### src/rtl/bus_xfer_pkg.sv
// Shared types and helpers for the bus transfer mux.
// No logic of its own; pure types, constants and combinational helper functions.
// Backpressure: not applicable.
// Contents: state enum, owner index type, master count, default burst limit,
//           grant popcount and grant-to-index encoder.
package bus_xfer_pkg;

  localparam int NUM_M         = 4;
  localparam int MAX_BEATS_DEF = 8;

  typedef enum logic [1:0] {
    ST_IDLE    = 2'd0,
    ST_XFER    = 2'd1,
    ST_FLUSH   = 2'd2,
    ST_RELEASE = 2'd3
  } xfer_state_e;

  typedef logic [1:0] owner_t;

  // Number of asserted grants, used to tell one-hot from collision.
  function automatic logic [2:0] gnt_count(input logic [NUM_M-1:0] g);
    return 3'(g[0]) + 3'(g[1]) + 3'(g[2]) + 3'(g[3]);
  endfunction

  // Index of the asserted grant; only meaningful when exactly one is set.
  function automatic owner_t gnt_index(input logic [NUM_M-1:0] g);
    owner_t idx;
    idx = '0;
    for (int i = 0; i < NUM_M; i++) begin
      if (g[i]) idx = owner_t'(i);
    end
    return idx;
  endfunction

endpackage

### src/rtl/bus_out_stage.sv
// One-deep registered valid/data/last slice feeding the shared slave port.
// Latency: one cycle from load to s_valid_o.
// Backpressure: holds contents while s_valid_o & !s_ready_i; caller loads only when free.
// Ports: clk/rst_n; ld_i with ld_data_i/ld_last_i load a beat; s_ready_i drains it;
//        s_valid_o/s_data_o/s_last_o are the registered slave outputs.
module bus_out_stage #(
  parameter int DATA_W = 8
) (
  input  logic              clk,
  input  logic              rst_n,
  input  logic              ld_i,
  input  logic [DATA_W-1:0] ld_data_i,
  input  logic              ld_last_i,
  input  logic              s_ready_i,
  output logic              s_valid_o,
  output logic [DATA_W-1:0] s_data_o,
  output logic              s_last_o
);

  logic              valid_q;
  logic [DATA_W-1:0] data_q;
  logic              last_q;

  always_ff @(posedge clk or negedge rst_n) begin
    if (!rst_n) begin
      valid_q <= 1'b0;
      data_q  <= '0;
      last_q  <= 1'b0;
    end else if (ld_i) begin
      valid_q <= 1'b1;
      data_q  <= ld_data_i;
      last_q  <= ld_last_i;
    end else if (s_ready_i) begin
      // Drain: drop valid and last so an empty register never shows a stale last.
      valid_q <= 1'b0;
      last_q  <= 1'b0;
    end
  end

  assign s_valid_o = valid_q;
  assign s_data_o  = data_q;
  assign s_last_o  = last_q;

endmodule

### src/rtl/bus_xfer_mux.sv
// Latches the granted master as bus owner and forwards its burst to one slave port.
// Latency: grant->ready 1 cycle, master beat->slave 1 cycle; 1 beat/cycle when s_ready high.
// Backpressure: owner ready = !s_valid | s_ready in XFER, else 0; s_* hold while stalled.
// Ports: clk, rst_n; gnt0..3 from the arbiter; mN_valid/data/last/ready per master;
//        s_valid/data/last/ready to the slave; busy, doneN completion pulses, err pulse.
module bus_xfer_mux
  import bus_xfer_pkg::*;
#(
  parameter int DATA_W    = 8,
  parameter int MAX_BEATS = MAX_BEATS_DEF
) (
  input  logic              clk,
  input  logic              rst_n,
  input  logic              gnt0,
  input  logic              gnt1,
  input  logic              gnt2,
  input  logic              gnt3,
  input  logic              m0_valid,
  input  logic [DATA_W-1:0] m0_data,
  input  logic              m0_last,
  output logic              m0_ready,
  input  logic              m1_valid,
  input  logic [DATA_W-1:0] m1_data,
  input  logic              m1_last,
  output logic              m1_ready,
  input  logic              m2_valid,
  input  logic [DATA_W-1:0] m2_data,
  input  logic              m2_last,
  output logic              m2_ready,
  input  logic              m3_valid,
  input  logic [DATA_W-1:0] m3_data,
  input  logic              m3_last,
  output logic              m3_ready,
  output logic              s_valid,
  output logic [DATA_W-1:0] s_data,
  output logic              s_last,
  input  logic              s_ready,
  output logic              busy,
  output logic              done0,
  output logic              done1,
  output logic              done2,
  output logic              done3,
  output logic              err
);

  localparam int CW = (MAX_BEATS > 1) ? $clog2(MAX_BEATS) : 1;

  logic [NUM_M-1:0]  gnt;
  logic [NUM_M-1:0]  m_valid;
  logic [NUM_M-1:0]  m_last;
  logic [NUM_M-1:0]  m_ready;
  logic [DATA_W-1:0] m_data [NUM_M];

  assign gnt     = {gnt3, gnt2, gnt1, gnt0};
  assign m_valid = {m3_valid, m2_valid, m1_valid, m0_valid};
  assign m_last  = {m3_last, m2_last, m1_last, m0_last};
  assign m_data[0] = m0_data;
  assign m_data[1] = m1_data;
  assign m_data[2] = m2_data;
  assign m_data[3] = m3_data;

  xfer_state_e       state_q, state_d;
  owner_t            owner_q, owner_d;
  logic [CW-1:0]     cnt_q, cnt_d;
  logic              abort_q, abort_d;
  logic [NUM_M-1:0]  done_q, done_d;
  logic              err_q, err_d;

  logic              own_gnt;
  logic              own_ready;
  logic              accept;
  logic              at_max;
  logic              beat_last;

  assign own_gnt   = gnt[owner_q];
  // Gating with the owner's grant means no beat is taken in the cycle the grant drops.
  assign own_ready = (state_q == ST_XFER) && own_gnt && (!s_valid || s_ready);
  assign accept    = own_ready && m_valid[owner_q];
  assign at_max    = (cnt_q == CW'(MAX_BEATS - 1));
  assign beat_last = m_last[owner_q] || at_max;

  always_comb begin
    m_ready = '0;
    m_ready[owner_q] = own_ready;
  end

  always_comb begin
    state_d = state_q;
    owner_d = owner_q;
    cnt_d   = cnt_q;
    abort_d = abort_q;
    done_d  = '0;
    err_d   = 1'b0;
    case (state_q)
      ST_IDLE: begin
        abort_d = 1'b0;
        if (gnt_count(gnt) == 3'd1) begin
          owner_d = gnt_index(gnt);
          cnt_d   = '0;
          state_d = ST_XFER;
        end else if (gnt_count(gnt) > 3'd1) begin
          err_d = 1'b1;
        end
      end
      ST_XFER: begin
        if (!own_gnt) begin
          // Abort: a non-last beat may still sit in the output register.
          err_d = 1'b1;
          if (!s_valid || s_ready) begin
            state_d = ST_IDLE;
          end else begin
            abort_d = 1'b1;
            state_d = ST_FLUSH;
          end
        end else if (accept) begin
          if (!at_max) cnt_d = cnt_q + 1'b1;
          if (beat_last) state_d = ST_FLUSH;
        end
      end
      ST_FLUSH: begin
        if (abort_q) begin
          if (!s_valid || s_ready) begin
            abort_d = 1'b0;
            state_d = ST_IDLE;
          end
        end else if (s_valid && s_ready && s_last) begin
          done_d[owner_q] = 1'b1;
          state_d = ST_RELEASE;
        end
      end
      ST_RELEASE: begin
        if (!own_gnt) state_d = ST_IDLE;
      end
      default: state_d = ST_IDLE;
    endcase
  end

  always_ff @(posedge clk or negedge rst_n) begin
    if (!rst_n) begin
      state_q <= ST_IDLE;
      owner_q <= '0;
      cnt_q   <= '0;
      abort_q <= 1'b0;
      done_q  <= '0;
      err_q   <= 1'b0;
    end else begin
      state_q <= state_d;
      owner_q <= owner_d;
      cnt_q   <= cnt_d;
      abort_q <= abort_d;
      done_q  <= done_d;
      err_q   <= err_d;
    end
  end

  bus_out_stage #(.DATA_W(DATA_W)) u_out (
    .clk       (clk),
    .rst_n     (rst_n),
    .ld_i      (accept),
    .ld_data_i (m_data[owner_q]),
    .ld_last_i (beat_last),
    .s_ready_i (s_ready),
    .s_valid_o (s_valid),
    .s_data_o  (s_data),
    .s_last_o  (s_last)
  );

  assign m0_ready = m_ready[0];
  assign m1_ready = m_ready[1];
  assign m2_ready = m_ready[2];
  assign m3_ready = m_ready[3];
  assign busy     = (state_q != ST_IDLE);
  assign done0    = done_q[0];
  assign done1    = done_q[1];
  assign done2    = done_q[2];
  assign done3    = done_q[3];
  assign err      = err_q;

endmodule

### config.mk
export PLATFORM = sky130hd
export DESIGN_NAME = bus_xfer_mux
export DESIGN_NICKNAME = d
export VERILOG_FILES = /design/src/rtl/bus_xfer_pkg.sv /design/src/rtl/bus_out_stage.sv /design/src/rtl/bus_xfer_mux.sv
export SDC_FILE = /design/constraint.sdc
export NUM_CORES = 1
export LEC_CHECK = 0
export BUFFER_PORTS_ARGS = -buffer_cell sky130_fd_sc_hd__buf_2
export CAP_MARGIN = 25
export CELL_PAD_IN_SITES_DETAIL_PLACEMENT = 0
export CELL_PAD_IN_SITES_GLOBAL_PLACEMENT = 1
export CORE_ASPECT_RATIO = 1.5
export CORE_MARGIN = 2
export CORE_UTILIZATION = 36
export CTS_CLUSTER_SIZE = 30
export DETAILED_ROUTE_END_ITERATION = 8
export PLACE_DENSITY_LB_ADDON = 0.1
export SLEW_MARGIN = 5
export SYNTH_ARGS = -nofsm -noshare
export SYNTH_HDL_FRONTEND = slang
export SYNTH_SLANG_ARGS = --single-unit
### constraint.sdc
create_clock -name clk -period 2.2 [get_ports clk]
set_clock_uncertainty 0.15 [all_clocks]
set_input_delay 0.11 -clock clk [delete_from_list [all_inputs] [get_ports clk]]
set_output_delay 0.11 -clock clk [all_outputs]
set_load 0.005 [all_outputs]
==> impl_metrics.json, run 1 <==
{
  "ys_seq_area_share_pct": 37.52,
  "die_area_um2": 4810,
  "post-place-cells": 248,
  "grt.total_usage_pct": 17.30,
  "slowest_delay_ps": 530,
  "initial_core_util_pct": 36.76,
  "die_w_um": 57.30,
  "cts.sinks": 23,
  "drv_cap": 0,
  "grt_remaining_overflow": 0,
  "syn_avg_cell_area_um2": 11.98,
  "syn-num-nets": 186,
  "worst_slack_ps": 105.2,
  "port_buffers": 66,
  "slew-limit-headroom_pct": 65.29,
  "grt_pass1_vias": 1466,
  "cp_common_cell": "ha_1",
  "arrival_ps": 2150,
  "path_class": "in2reg",
  "ant_nets": 0,
  "synth_warnings": 0,
  "path_max_fanout": 4,
  "synth-edff-count": 0,
  "slew_violations": 0,
  "synth_commonest_cells": "dfrtp_1 (23), nand2_1 (11), ha_1 (10), inv_1 (10), mux2_2 (8)",
  "post-route-period-util_pct": 95.22,
  "critPathLaunchType": "primary input",
  "fp.dieH_um": 83.95,
  "post_drt_wl_per_cell_um": 15.17,
  "place_congestion": 0.8008,
  "top_level_ports": 67,
  "clock_path_buffers": 2,
  "drcViolationCount": 0,
  "worst_pin_slew_ps": 520.7,
  "yosysTopAreaCellShare_pct": 37.52,
  "synth_ff_type": "dfrtp_1",
  "rows": 29,
  "layout.nets": 268,
  "grt_setup_unrepaired": "no",
  "yosys.area.top_type": "dfrtp_1",
  "crit_required_ps": 2250,
  "routed_wl_um": 3869,
  "synth.area.top_cells": "dfrtp_1 (38%), mux4_1 (12%), ha_1 (8.2%)",
  "root_buffer": "clkbuf_8",
  "totalPowerFinal_w": 0.002288,
  "async_flop_share_pct": 100.0,
  "cts_tree": "done",
  "nFillCells": 389,
  "path_clk_slew_ps": 80,
  "peakVddDrop_uv": 587.6,
  "hold_viol": 0,
  "htree_num_levels": 1,
  "antenna_found_initial": 0,
  "worstPathCellList": "dlygate4sd3_1, buf_2, ha_1, ha_1, and4bb_2, a21oi_1, or4_1, nand3_1",
  "numCtsBuffers": 3,
  "critPathSlowestCell": "dlygate4sd3_1",
  "critPathBufInv": 2,
  "timing.final.crit_period_ps": 2095,
  "synth.most_common_cell": "dfrtp_1",
  "final_cells": 255,
  "place.detailed.hpwl_um": 3209,
  "grt_first_pass_wirelength_um": 6548,
  "clk_latency_ps": 260,
  "end_kind": "flip-flop",
  "area_delta_synth_final_pct": 36.22,
  "drive_gt1_share_pct": 49.76,
  "synth_cell_types": 39,
  "leakage_nw": 1.085,
  "core_um2": 4173,
  "fmax_mhz": 477.4,
  "setup_viol": 0,
  "dp_slack_ps": -199.3,
  "power_density_nw_per_um2": 1095,
  "crit_family": "simple AND/OR/NAND/NOR gates",
  "vias": 1358,
  "ys_ff_latch": 23,
  "worstHoldPathType": "in2reg",
  "grt_max_degree": 24,
  "viasPerCell": 5.325,
  "syn_area_um2": 1534,
  "first_pass_iters": 4,
  "diodes": 0,
  "drt_iter0_drc": 38,
  "syn-instance-count": 128,
  "outcome": "finished clean"
}
state kept, by name, indices dropped and copies added (netlist names):
| register | cells |
|---|---|
| abort_q | 1 |
| cnt_q | 3 |
| done_q | 4 |
| err | 1 |
| owner_q | 2 |
| state_q | 2 |
| u_out.s_data_o | 8 |
| u_out.s_last_o | 1 |
| u_out.s_valid_o | 1 |
layer usage:
| metal | part of all wire, % | vias to the layer above | track usage [%] |
|---|---|---|---|
| li1 | - | 646 | - |
| met3 | 3.8 | 4 | 2.326 |
| met1 | 38 | 672 | 19.34 |
| met2 | 57 | 36 | 33.12 |
| met4 | 1.1 | 0 | 4.440 |
| met5 | 0 | - | 0 |
path summary, 6_finish.rpt:
path / end / cells past startpoint / startpoint / slack (ps)
setup / recovery: cnt_q[0] / 8 / gnt2 / 110
hold / removal: u_out.s_last_o / 3 / s_ready / 10
setup reg to reg: u_out.s_data_o[7] / 4 / owner_q[0] / 200
hold reg to reg: u_out.s_data_o[2] / 1 / u_out.s_data_o[2] / 360
max in group asynchronous: owner_q[0] / 2 / rst_n / 1310
min in group asynchronous: u_out.s_data_o[2] / 2 / rst_n / 200
cells in the final DEF (no fill, tap or decap), drive strengths merged, types with 2 or more instances in the layout:
cell and instances:
nand2 11, mux2i 2, dlygate4sd3 2, o21ai 5, nand2b 2, clkbuf 3, a21oi 4, inv 10
nor2 6, mux4 11, nand4 2, nor3 2, mux2 8, dfrtp 23, o311ai 2, nor2b 2
nand3 5, buf 81, ha 10
stage by stage:
| step | hold slack, ps | area (µm²) | setup TNS [ps] | utilization [%] |
|---|---|---|---|---|
| floorplan | -335.6 | 1534 | 0 | - |
| global route | 31.03 | 2090 | 0 | 50.08 |
| CTS | 16.72 | 2058 | 0 | 49.33 |
| global placement | -26.62 | 1992 | -141.7 | 47.74 |
| finish | 10.06 | 2090 | 0 | 50.08 |
| detailed placement | -13.71 | 1992 | -453.9 | 47.74 |
power by group:
group | internal, W | total [W] | switching [W]
logic | 0.000705 | 0.00132 | 0.000612
registers | 0.000577 | 0.000708 | 0.000131
clock network | 0.000126 | 0.000262 | 0.000136
total | 0.00141 | 0.00229 | 0.000879
area by class of cell:
type                            instances  area (µm²)  area share (%)
Tap cell                               46       57.56           2.754
Sequential cell                        23       576.8           27.60
Clock buffer                            3       41.29           1.976
Clock inverter                          1       5.005          0.2395
Timing Repair Buffer                   83       462.9           22.16
Inverter                               10       37.54           1.796
Multi-Input combinational cell         89       908.4           43.47
kinds of logic (layout without fill, tap and decap cells):
group | after synthesis | count (layout) | share of synthesized area [%]
buffers and inverters | 16 | 97 | 4.731
AO/OA/AOI/OAI | 19 | 19 | 8.973
multiplexers | 21 | 21 | 25.04
flip-flops | 23 | 23 | 37.52
adder cells (fa/ha/maj) | 11 | 11 | 9.462
AND/OR/NAND/NOR | 38 | 38 | 14.27
what timing repair did:
action | CTS | global route
buffers inserted | 0 | 1
endpoints found under the setup margin | 0 | 4
hold buffers | 2 | 0
hold endpoints to repair | 24 | 0
resized for setup | 0 | 6
worst reg2reg max path, stage by stage, from the launching register on:
cell and delay [ps]:
dfrtp_2 460, mux4_2 560, nand4_1 220, buf_4 180, mux2_2 330
(Power assumes the default switching activity.)
==> inputs of run 2 (changes only) <==
Settings changed: PLACE_DENSITY set to 0.77, PLACE_DENSITY_LB_ADDON 0.1 to not set.
==> impl_metrics.json, run 2 (synthesis results as in run 1) <==
{
  "grt_remaining_overflow": 0,
  "peakVddDrop_uv": 556.3,
  "drcViolationCount": 0,
  "grt_pass1_vias": 1578,
  "crit_required_ps": 2230,
  "grt_max_degree": 24,
  "nFillCells": 359,
  "drt_iter0_drc": 29,
  "setup_viol": 0,
  "hold_viol": 0,
  "final_cells": 251,
  "drive_gt1_share_pct": 47.80,
  "clk_latency_ps": 270,
  "port_buffers": 66,
  "place.detailed.hpwl_um": 3191,
  "die_area_um2": 4810,
  "worst_pin_slew_ps": 555.8,
  "first_pass_iters": 4,
  "htree_num_levels": 1,
  "routed_wl_um": 3965,
  "arrival_ps": 2130,
  "timing.final.crit_period_ps": 2101,
  "vias": 1356,
  "leakage_nw": 1.062,
  "top_level_ports": 67,
  "post_drt_wl_per_cell_um": 15.80,
  "post-route-period-util_pct": 95.50,
  "slew_violations": 0,
  "grt_first_pass_wirelength_um": 6941,
  "fmax_mhz": 476.0,
  "initial_core_util_pct": 36.76,
  "drv_cap": 0,
  "diodes": 0,
  "viasPerCell": 5.402,
  "critPathLaunchType": "primary input",
  "root_buffer": "clkbuf_8",
  "slew-limit-headroom_pct": 62.94,
  "largest_reg_flops": 8,
  "place_congestion": 0.8619,
  "path_class": "in2reg",
  "die_w_um": 57.30,
  "end_kind": "flip-flop",
  "worst_slack_ps": 99.11,
  "antenna_found_initial": 0,
  "post-place-cells": 244,
  "numCtsBuffers": 3,
  "path_clk_slew_ps": 90,
  "layout_commonest_cell": "buf_2",
  "power_density_nw_per_um2": 1096,
  "path_max_fanout": 4,
  "dpl_cell_area_um2": 1974,
  "ant_nets": 0,
  "rows": 29,
  "dp_slack_ps": -164.1,
  "grt_setup_unrepaired": "no",
  "stdcell_area_um2": 2063,
  "worstHoldPathType": "in2reg",
  "grt.total_usage_pct": 18.45,
  "cts.sinks": 23,
  "cts_tree": "done",
  "clock_path_buffers": 2,
  "outcome": "finished clean",
  "fp.dieH_um": 83.95,
  "area_delta_synth_final_pct": 34.50,
  "core_um2": 4173,
  "final_cell_mix": "buf_2 (66), dfrtp_1 (23), nand2_1 (11), inv_1 (10)",
  "layout.nets": 264
}
-- run 2: final timing paths --
check                                  startpoint                end  slack [ps]  cells after the start
worst max-delay path                         gnt2           cnt_q[1]         100                      8
worst min-delay path                         gnt3         owner_q[1]          90                      4
worst max register to register         owner_q[0]  u_out.s_data_o[0]         120                      4
worst min register to register  u_out.s_data_o[2]  u_out.s_data_o[2]         360                      1
max in group asynchronous                   rst_n  u_out.s_data_o[6]        1310                      2
min in group asynchronous                   rst_n          done_q[3]         210                      2
-- run 2: critical path, cell delays in order --
cell and delay [ps]:
dlygate4sd3_1 530, buf_2 150, ha_1 210, ha_1 290, and4bb_2 320, a21oi_1 70, nand2b_1 180, o311ai_1 280
-- run 2: cell type report --
class                      instances  area (µm²)  share of cell area (%)
clock inverter                     1       5.005                  0.2426
multi-input combinational         89       898.4                   43.54
sequential                        23       575.6                   27.90
inverter                          10       37.54                   1.819
timing repair buffer              79       447.9                   21.71
clock buffer                       3       41.29                   2.001
tap                               46       57.56                   2.790
-- run 2: metal layers --
metal | GRT usage, % | vias to the layer above | routed length (µm)
li1 | - | 638 | -
met1 | 19.28 | 646 | 1501
met2 | 34.27 | 63 | 2112
met3 | 3.566 | 9 | 254
met4 | 8.245 | 0 | 95
met5 | 0 | - | 0
-- run 2: stage by stage --
step | utilization, % | power, W | hold slack [ps] | TNS (ps)
finish | 49.45 | 0.002262 | 86.57 | 0
global route | 49.45 | 0.002457 | 117.7 | 0
CTS | 49.15 | 0.002276 | 79.38 | 0
detailed placement | 47.32 | 0.001986 | -16.52 | -420.5
global placement | 47.32 | 0.001942 | -33.78 | -122.3
floorplan | - | 0.001533 | -335.6 | 0
-- run 2: power breakdown --
part	leakage, nW	internal, W	switching (W)
clock	0.0255	0.000127	0.000149
sequential	0.291	0.000575	0.000152
combinational	0.745	0.000680	0.000579
-- run 2: what timing repair did --
action                                  4_1_cts  5_1_grt
endpoints found under the setup margin        0        4
hold buffers                                  3        0
endpoints found under the hold margin        25        0
gates resized for setup                       0        5
setup buffers                                 0        0
